==> config.mk <==
export PLATFORM = sky130hd
export DESIGN_NAME = mu0_param_core
export DESIGN_NICKNAME = d
export VERILOG_FILES = /design/src/rtl/mu0_pkg.sv /design/src/rtl/mu0_alu.sv /design/src/rtl/mu0_param_core.sv
export SDC_FILE = /design/constraint.sdc
export NUM_CORES = 1
export LEC_CHECK = 0
export CAP_MARGIN = 25
export CORE_ASPECT_RATIO = 0.6
export CORE_UTILIZATION = 30
export CTS_CLUSTER_DIAMETER = 200
export DETAILED_ROUTE_END_ITERATION = 8
export GPL_ROUTABILITY_DRIVEN = 0
export SYNTH_ARGS = -nofsm -noshare
export SYNTH_HDL_FRONTEND = slang
export SYNTH_SLANG_ARGS = --single-unit
==> constraint.sdc <==
create_clock -name clk -period 3.9 [get_ports clk]
set_input_delay 0.78 -clock clk [delete_from_list [all_inputs] [get_ports clk]]
set_output_delay 0.78 -clock clk [all_outputs]
set_load 0.02 [all_outputs]
==> src/rtl/mu0_pkg.sv <==
// -----------------------------------------------------------------------------
// mu0_pkg
// Shared definitions for the parametrised MU0 core: the 4-bit opcode
// enumeration, the controller state enumeration and helper functions that
// split an instruction word into opcode and operand for any address width.
//
// The helpers take the instruction zero-extended to FIELD_MAX_W bits plus the
// address width as an argument. This lets one package serve every ADDR_W
// instance without a parametrised class.
// -----------------------------------------------------------------------------
package mu0_pkg;

  // Widest instruction word the helpers handle (ADDR_W + 4 must fit).
  localparam int unsigned FIELD_MAX_W = 64;

  typedef enum logic [3:0] {
    OP_LDA = 4'd0,
    OP_STO = 4'd1,
    OP_ADD = 4'd2,
    OP_SUB = 4'd3,
    OP_JMP = 4'd4,
    OP_JGE = 4'd5,
    OP_JNE = 4'd6,
    OP_STP = 4'd7,
    OP_OUT = 4'd8,
    OP_LDI = 4'd9
  } opcode_t;

  typedef enum logic [2:0] {
    BOOT   = 3'd0,
    FETCH  = 3'd1,
    DECODE = 3'd2,
    MEM    = 3'd3,
    EMIT   = 3'd4,
    HALT   = 3'd5
  } state_t;

  // Opcode sits in the four bits directly above the operand field.
  function automatic logic [3:0] instr_opcode(input logic [FIELD_MAX_W-1:0] word,
                                               input int unsigned          addr_w);
    return 4'(word >> addr_w);
  endfunction

  // Operand is the low addr_w bits of the instruction word.
  function automatic logic [FIELD_MAX_W-1:0] instr_operand(input logic [FIELD_MAX_W-1:0] word,
                                                            input int unsigned          addr_w);
    logic [FIELD_MAX_W-1:0] mask;
    mask = (FIELD_MAX_W'(1) << addr_w) - FIELD_MAX_W'(1);
    return word & mask;
  endfunction

  // Opcodes 10..15 are reserved and halt the core with err set.
  function automatic logic opcode_is_legal(input logic [3:0] op);
    return op <= 4'(OP_LDI);
  endfunction

endpackage

==> src/rtl/mu0_alu.sv <==
// -----------------------------------------------------------------------------
// mu0_alu
// Purely combinational datapath of the MU0 core.
//
// Ports:
//   acc        in   DATA_W  current accumulator
//   operand    in   DATA_W  memory read data, or zero-extended immediate (LDI)
//   op         in   4       opcode of the instruction being executed
//   acc_next   out  DATA_W  accumulator value the instruction would produce
//   jge_taken  out  1       accumulator is non-negative (two's complement)
//   jne_taken  out  1       accumulator is non-zero
//
// Arithmetic wraps modulo 2^DATA_W; no flags are kept.
// -----------------------------------------------------------------------------
module mu0_alu
  import mu0_pkg::*;
#(
  parameter int unsigned DATA_W = 16
) (
  input  logic [DATA_W-1:0] acc,
  input  logic [DATA_W-1:0] operand,
  input  logic [3:0]        op,
  output logic [DATA_W-1:0] acc_next,
  output logic              jge_taken,
  output logic              jne_taken
);

  always_comb begin
    // NOTE: acc_next gets a default before the case so that opcodes which
    // leave the accumulator alone cannot infer a latch.
    acc_next = acc;
    case (op)
      OP_LDA, OP_LDI: acc_next = operand;
      OP_ADD:         acc_next = acc + operand;
      OP_SUB:         acc_next = acc - operand;
      default:        acc_next = acc;
    endcase
  end

  // Signed acc >= 0 is simply a clear sign bit.
  assign jge_taken = ~acc[DATA_W-1];
  assign jne_taken = |acc;

endmodule

==> src/rtl/mu0_param_core.sv <==
// -----------------------------------------------------------------------------
// mu0_param_core
// Multi-cycle MU0 processor with generic data/address widths, one
// request/acknowledge memory port (any number of wait states) and a
// valid/ready output channel for OUT results.
//
// Parameters:
//   DATA_W  accumulator and memory word width (must be >= ADDR_W + 4)
//   ADDR_W  program counter, operand and memory address width
//
// Ports:
//   clk        in   1       clock, rising edge
//   rst_n      in   1       synchronous active-low reset
//   mem_req    out  1       memory access request
//   mem_we     out  1       1 = write, 0 = read (valid while mem_req)
//   mem_addr   out  ADDR_W  access address
//   mem_wdata  out  DATA_W  write data, always the accumulator
//   mem_rdata  in   DATA_W  read data, sampled on the ack cycle
//   mem_ack    in   1       access complete (ignored while mem_req = 0)
//   out_valid  out  1       out_data holds an OUT result
//   out_data   out  DATA_W  accumulator value being emitted
//   out_ready  in   1       consumer accepts out_data
//   running    out  1       executing (not in BOOT or HALT)
//   err        out  1       halted on an illegal opcode
//   pc         out  ADDR_W  program counter (debug)
//   acc        out  DATA_W  accumulator (debug)
//
// Every handshake output is decoded from registered state only. While a
// request or an output is stalled, state, pc, acc and the instruction
// register are all frozen, so address, write data and out_data stay stable
// until the cycle the handshake completes.
// -----------------------------------------------------------------------------
module mu0_param_core
  import mu0_pkg::*;
#(
  parameter int unsigned DATA_W = 16,
  parameter int unsigned ADDR_W = 12
) (
  input  logic              clk,
  input  logic              rst_n,
  output logic              mem_req,
  output logic              mem_we,
  output logic [ADDR_W-1:0] mem_addr,
  output logic [DATA_W-1:0] mem_wdata,
  input  logic [DATA_W-1:0] mem_rdata,
  input  logic              mem_ack,
  output logic              out_valid,
  output logic [DATA_W-1:0] out_data,
  input  logic              out_ready,
  output logic              running,
  output logic              err,
  output logic [ADDR_W-1:0] pc,
  output logic [DATA_W-1:0] acc
);

  localparam int unsigned       INSTR_W = ADDR_W + 4;
  localparam logic [ADDR_W-1:0] PC_STEP = ADDR_W'(1);

  state_t               state;
  logic [INSTR_W-1:0]   ir;

  logic [3:0]           op;
  logic [ADDR_W-1:0]    operand;
  logic [ADDR_W-1:0]    pc_inc;
  logic [DATA_W-1:0]    alu_operand;
  logic [DATA_W-1:0]    acc_next;
  logic                 jge_taken;
  logic                 jne_taken;
  logic                 op_legal;

  // ---------------------------------------------------------------------------
  // Instruction fields
  // ---------------------------------------------------------------------------
  assign op       = instr_opcode(FIELD_MAX_W'(ir), ADDR_W);
  assign operand  = ADDR_W'(instr_operand(FIELD_MAX_W'(ir), ADDR_W));
  assign op_legal = opcode_is_legal(op);

  // PC arithmetic wraps naturally at 2^ADDR_W.
  assign pc_inc = pc + PC_STEP;

  // Memory data feeds the ALU for LDA/ADD/SUB; LDI uses the zero-extended
  // operand field while still in DECODE.
  assign alu_operand = (state == MEM) ? mem_rdata : DATA_W'(operand);

  mu0_alu #(
    .DATA_W (DATA_W)
  ) u_alu (
    .acc       (acc),
    .operand   (alu_operand),
    .op        (op),
    .acc_next  (acc_next),
    .jge_taken (jge_taken),
    .jne_taken (jne_taken)
  );

  // ---------------------------------------------------------------------------
  // Handshake outputs, decoded from state so they drop on the same edge that
  // reset (or a completed handshake) moves the controller on.
  // ---------------------------------------------------------------------------
  assign mem_req   = (state == FETCH) || (state == MEM);
  assign mem_we    = (state == MEM) && (op == OP_STO);
  assign mem_addr  = (state == MEM) ? operand : pc;
  assign mem_wdata = acc;

  assign out_valid = (state == EMIT);
  assign out_data  = acc;

  assign running   = (state != BOOT) && (state != HALT);

  // ---------------------------------------------------------------------------
  // Controller, PC and registers
  // ---------------------------------------------------------------------------
  always_ff @(posedge clk) begin
    // NOTE: all state here is updated with non-blocking assignments so every
    // register sees the values from before this edge, independent of order.
    if (!rst_n) begin
      // Reset outranks any ack or ready arriving on the same edge: the
      // pending access is simply abandoned.
      state <= BOOT;
      pc    <= '0;
      acc   <= '0;
      err   <= 1'b0;
      ir    <= '0;
    end else begin
      case (state)
        BOOT: state <= FETCH;

        FETCH: begin
          if (mem_ack) begin
            ir    <= mem_rdata[INSTR_W-1:0];
            state <= DECODE;
          end
        end

        DECODE: begin
          state <= FETCH;
          if (!op_legal) begin
            err   <= 1'b1;
            state <= HALT;
          end else begin
            case (op)
              OP_JMP: pc <= operand;
              OP_JGE: pc <= jge_taken ? operand : pc_inc;
              OP_JNE: pc <= jne_taken ? operand : pc_inc;
              OP_LDI: begin
                acc <= acc_next;
                pc  <= pc_inc;
              end
              OP_LDA, OP_STO, OP_ADD, OP_SUB: state <= MEM;
              OP_OUT:  state <= EMIT;
              default: state <= HALT;  // OP_STP: pc stays on the STP
            endcase
          end
        end

        MEM: begin
          if (mem_ack) begin
            // A store is committed by memory on this ack; only reads load acc.
            if (op != OP_STO) acc <= acc_next;
            pc    <= pc_inc;
            state <= FETCH;
          end
        end

        EMIT: begin
          if (out_ready) begin
            pc    <= pc_inc;
            state <= FETCH;
          end
        end

        HALT:    state <= HALT;
        default: state <= BOOT;
      endcase
    end
  end

endmodule
==> results of run 1 <==
-- what timing repair did --
action	in CTS	in global routing
gates resized for setup	2	8
setup endpoints to repair	1	7
pin swaps	0	2
setup buffers	0	1
-- worst max-delay path: stages --
cell and delay [ns]:
clkdlybuf4s50_1 0.45, nor3_2 0.26, mux2i_1 0.13, and4b_1 0.30
and2_1 0.20, and3_4 0.22, a21oi_1 0.07, xor2_1 0.16
ha_1 0.34, a2111oi_2 0.40, o31ai_1 0.13, a21oi_1 0.16
o21bai_1 0.15, xnor2_1 0.14, a21oi_1 0.08
-- power by group through the flow --
stage	sequential [mW]	clock, mW	combinational [mW]
after global routing	0.535	0.548	0.738
final	0.532	0.516	0.675
after global placement	0.542	0	0.634
after floorplan	0.538	0	0.416
after detailed placement	0.543	0	0.644
after CTS	0.531	0.523	0.651
-- path summary, 6_finish.rpt --
kind                   to  slack (ns)  cells past startpoint
setup reg to reg   acc[9]        0.40                     15
hold / removal      ir[6]        0.50                      2
hold reg to reg     ir[6]        0.50                      2
setup / recovery  acc[15]        0.12                     15
-- layer usage --
| layer | part of all wire, % | vias to the layer above | GRT usage [%] |
|---|---|---|---|
| met5 | 0 | - | 0 |
| met4 | 1.3 | 0 | 4.33 |
| met3 | 9.5 | 14 | 3.14 |
| met2 | 39 | 243 | 26.3 |
| met1 | 51 | 2065 | 29.5 |
| li1 | - | 2177 | - |
-- final cells by class --
type,count,area (um2)
clock inverter,3,46.3
tap,170,213
fill,1326,7660
clock buffer,5,125
sequential,48,961
multi-input combinational,456,2770
inverter,7,26.3
timing repair buffer,145,1330
-- sequential cells by signal (all words and copies together), names as in the netlist --
register,flops
acc,16
ir,16
pc,12
err,1
state,3
-- kinds of logic after synthesis --
| logic type | after synthesis |
|---|---|
| AND/OR/NAND/NOR | 241 |
| AO/OA/AOI/OAI | 148 |
| buffers and inverters | 71 |
| flip-flops | 48 |
| XOR/XNOR | 25 |
| multiplexers | 25 |
| adder cells (fa/ha/maj) | 17 |
-- metrics by stage --
| step | instance area, um2 | worst slack [ns] | util, % | TNS (ns) |
|---|---|---|---|---|
| detailed placement | 5270 | -0.332 | 40.1 | -0.704 |
| global route | 5470 | -0.00960 | 41.7 | -0.0150 |
| floorplan | 4120 | 0.584 | - | 0 |
| global placement | 5270 | -0.120 | 40.1 | -0.442 |
| CTS | 5440 | 0.0635 | 41.4 | 0 |
| finish | 5470 | 0.121 | 41.7 | 0 |
-- layout by cell type, fill, tap and decap left out, types with 4 or more instances in the layout --
cell             instances
and3_1                   5
nor2b_1                  5
clkbuf_16                5
clkdlybuf4s50_1         96
o21ai_0                 35
a31oi_1                  5
nand2_1                105
nor2_1                  51
o21a_1                   8
a22oi_1                  8
dfxtp_1                 48
nand2b_1                 9
mux2_2                   4
inv_1                    7
xnor2_1                 11
nand3_1                  9
o31ai_1                  6
nor3_1                  19
a21oi_1                 60
ha_1                    14
buf_4                   49
mux2i_1                 17
xor2_1                  14
nor4_1                   7
==> results.yml, run 1 <==
pwr:
  power_frac_comb_pct: 39.2
  pwr-share-seq_pct: 30.9
  leakagePower_nw: 2.10
  power.total_mw: 1.72
  clkPwrFrac_pct: 29.9
  switching_share_pct: 34.4
  peakVddDrop_mv: 0.182
  p_int_mw: 1.13
  p_per_area_nw_per_um2: 315
  p_switching_mw: 0.592
synth:
  syn_area_um2: 4120
  synth_flop_cell: "dfxtp_1"
  yosysMostFrequentCell: "nand2_1"
  synth_area_leaders: "dfxtp_1 23%, nand2_1 9.7%, a21oi_1 7.3%"
  yosys_warnings: 0
  synthSimpleGateAreaFrac_pct: 27.4
  synth_top_area_share_pct: 23.3
  synthAdderAreaFrac_pct: 5.34
  synthesis.instances: 575
  muxShareOfSynthArea_pct: 6.65
  syn_nets: 612
  yosys.cell_types.count: 60
  synth_compound_area_share_pct: 21.7
  synth_top_family_by_area: "simple AND/OR/NAND/NOR gates"
  synth_xor_area_share_pct: 5.31
  yosys-top-cells-count: "106 x nand2_1, 60 x a21oi_1, 51 x nor2_1"
  ys_seq_area_share_pct: 23.3
  synth_edf_count: 0
  ys_ff_latch: 48
  syn_area_per_cell_um2: 7.17
  synth_top_cell_by_area: "dfxtp_1"
  ys_async_sr_fraction_pct: 0
clock_network:
  cts_root_buf: "clkbuf_16"
  insertion_delay_ns: 0.30
  numCtsBuffers: 5
  cts.path.max_buffers: 2
  cts_tree: "done"
  clk_pin_slew_ns: 0.07
  htreeDepth: 2
  cts.sinks: 48
  ctsHoldBuffers: 0
critical_path:
  crit_start: "mem_rdata[1]"
  arrival_ns: 3.96
  crit_required_ns: 4.08
  startpoint_type: "input port"
  worstReg2RegStart: "state[2]"
  crit_type: "in2reg"
  cp_max_fo: 4
  end_kind: "register"
die:
  fp.dieW_um: 153
  design.portCount: 97
  placementRows: 32
  design.die.area_um2: 14200
  core-area_um2: 13100
  start_util_pct: 31.4
  die_h_um: 92.8
finish:
  layoutNonFillerInstCount: 834
  drive_gt1_share_pct: 12.2
  layout.nets: 700
  syn2layout_area_growth_pct: 32.8
  diodes: 0
global_routing:
  grt_max_degree: 25
  grt_pass1_wl_um: 21500
  antenna_found_initial: 0
  grt_use_total_pct: 18.9
  first_global_vias: 4115
  grt_overflow: 0
sta:
  period_share_pct: 96.9
  hold_ws_ns: 0.500
  worst_pin_slew_ns: 0.886
  drv_slew: 0
  relSlewSlack_pct: 40.8
  rsz0062_at_grt: "true"
  fin_crit_ns: 3.78
  clock_skew_ns: 0.00531
  setup_violations: 0
  hold_violations: 0
  max_clock_freq_ghz: 0.265
detailed_routing:
  drc: 0
  drt_wl_total_um: 13300
  drt-wirelength-per-cell_um: 15.9
  avgViaCountPerCell: 5.39
  drt_iter0_drc: 290
  firstDrtPassIters: 5
  ant_nets: 0
  vias: 4499
place:
  hpwl_um: 10200
  placed_cells: 825
  place.port_buffers: 96
outcome:
  status: "complete, no violations"
hold_path:
  hold_class: "reg2reg"
  min-delay-start: "ir[6]"
run:
  maxCapViolations: 0
No activity file was read; power rests on OpenSTA's default activity.
==> inputs of run 2 (changes only) <==
--- a/config.mk
+++ b/config.mk
@@ -5,7 +5,6 @@
 export SDC_FILE = /design/constraint.sdc
 export NUM_CORES = 1
 export LEC_CHECK = 0
-export CAP_MARGIN = 25
 export CORE_ASPECT_RATIO = 0.6
 export CORE_UTILIZATION = 30
 export CTS_CLUSTER_DIAMETER = 200
==> constraint.sdc (replaced) <==
create_clock -name clk -period 4.8 [get_ports clk]
set_input_delay 0.96 -clock clk [delete_from_list [all_inputs] [get_ports clk]]
set_output_delay 0.96 -clock clk [all_outputs]
set_load 0.02 [all_outputs]
==> results.yml, run 2 (synthesis results as in run 1) <==
outcome:
  status: "complete, no violations"
sta:
  worst_pin_slew_ns: 1.07
  rsz0062_at_grt: "false"
  setup_violations: 0
  clock_skew_ns: 0.00902
  hold_ws_ns: 0.487
  fin_crit_ns: 4.22
  period_share_pct: 87.8
  hold_violations: 0
  max_clock_freq_ghz: 0.237
  setup_ws_ns: 0.585
  relSlewSlack_pct: 28.1
  drv_slew: 0
  tns_ns: 0
critical_path:
  cp_slowest_stage_delay_ns: 0.64
  crit_required_ns: 4.98
  crit_slowest_cell: "and3b_1"
  path_common_cell: "a21oi_1"
  path_cells: "and3b_1 -> buf_4 -> mux2i_1 -> and2_1 -> and3_1 -> nor2_1 -> xor2_1 -> ha_1 -> nand4_1 -> nor3b_1 -> a21oi_1 -> o21bai_1 -> xnor2_1 -> a21oi_1"
  startpoint_type: "register"
  cp_max_fo: 13
  arrival_ns: 4.39
  worstRegToRegCells: 14
  end_kind: "register"
  crit_type: "reg2reg"
pwr:
  p_int_mw: 0.909
  power.total_mw: 1.37
  p_switching_mw: 0.465
  p_per_area_nw_per_um2: 265
  power_frac_comb_pct: 33.9
  leakagePower_nw: 1.93
  switching_share_pct: 33.8
  clkPwrFrac_pct: 34.4
  peakVddDrop_mv: 0.116
  pwr-share-seq_pct: 31.6
place:
  placed_cells: 787
  hpwl_um: 9860
  place_ws_ns: 0.419
  place.port_buffers: 96
detailed_routing:
  drc: 0
  firstDrtPassIters: 5
  drt-wirelength-per-cell_um: 16.2
  drt_iter0_drc: 418
  avgViaCountPerCell: 5.40
  vias: 4291
  drt_wl_total_um: 12900
  ant_nets: 0
clock_network:
  clk_pin_slew_ns: 0.07
  cts.sinks: 48
  ctsResizeCount: 0
  ctsHoldBuffers: 0
  insertion_delay_ns: 0.30
  post_cts_buffers: 0
  numCtsBuffers: 5
  cts_tree: "done"
  cts.path.max_buffers: 2
  cts_root_buf: "clkbuf_16"
  htreeDepth: 2
finish:
  drive_gt1_share_pct: 5.44
  diodes: 0
  syn2layout_area_growth_pct: 25.5
  layout.nets: 661
  final_cell_mix: "106 x nand2_1, 96 x clkdlybuf4s50_1, 60 x a21oi_1"
  layout_commonest_cell: "nand2_1"
  layoutNonFillerInstCount: 795
  top_regs: "acc (16), ir (16), pc (12)"
die:
  die_h_um: 92.8
  placementRows: 32
  design.die.area_um2: 14200
  start_util_pct: 31.4
  core-area_um2: 13100
  design.portCount: 97
  fp.dieW_um: 153
global_routing:
  first_global_vias: 3930
  grt_pass1_wl_um: 20500
  grt_overflow: 0
  antenna_found_initial: 1
  grt_use_total_pct: 18.1
  grt_max_degree: 25
hold_path:
  hold_class: "reg2reg"
  worstHoldPathCells: 1
run:
  maxCapViolations: 0
## run 2: through the flow
step	area (um2)	utilization (%)
final	5170	39.4
after global routing	5170	39.4
after CTS	5170	39.4
after detailed placement	4980	37.9
after global placement	4980	37.9
after floorplan	4120	-
## run 2: power groups by stage
stage	clock network, mW	logic (mW)	registers, mW
after floorplan	0	0.338	0.437
after global placement	0	0.447	0.443
after detailed placement	0	0.454	0.443
after CTS	0.480	0.457	0.434
after global routing	0.502	0.508	0.437
final	0.473	0.466	0.435
## run 2: path summary, 6_finish.rpt
| check | startpoint | to | slack [ns] |
|---|---|---|---|
| setup / recovery | state[0] | acc[15] | 0.58 |
| hold / removal | err | err | 0.49 |
| setup reg to reg | state[0] | acc[15] | 0.58 |
| hold reg to reg | err | err | 0.49 |
## run 2: layer usage
| layer | wire length [um] | GRT usage (%) | up-vias |
|---|---|---|---|
| met2 | 4960 | 25.4 | 196 |
| met4 | 140 | 3.42 | 0 |
| li1 | - | - | 2089 |
| met1 | 6540 | 27.0 | 1985 |
| met3 | 1240 | 4.77 | 21 |
| met5 | 0 | 0 | - |
## run 2: critical path, delay by kind of cell, from the launching register on
kind / cells / cell delay [ns]
and+or+nand+nor: 6 / 1.71
DFF: 1 / 0.56
AOI/OAI and AO/OA: 3 / 0.36
xor gates and xnor gates: 2 / 0.30
muxes: 1 / 0.39
buffers and inverters: 1 / 0.32
adders and majority gates: 1 / 0.44
## run 2: layout make-up
class | instances | area, um2
Fill cell | 1359 | 7960
Multi-Input combinational cell | 456 | 2740
Timing Repair Buffer | 106 | 1040
Sequential cell | 48 | 961
Tap cell | 170 | 213
Clock buffer | 5 | 125
Clock inverter | 3 | 68.8
Inverter | 7 | 26.3
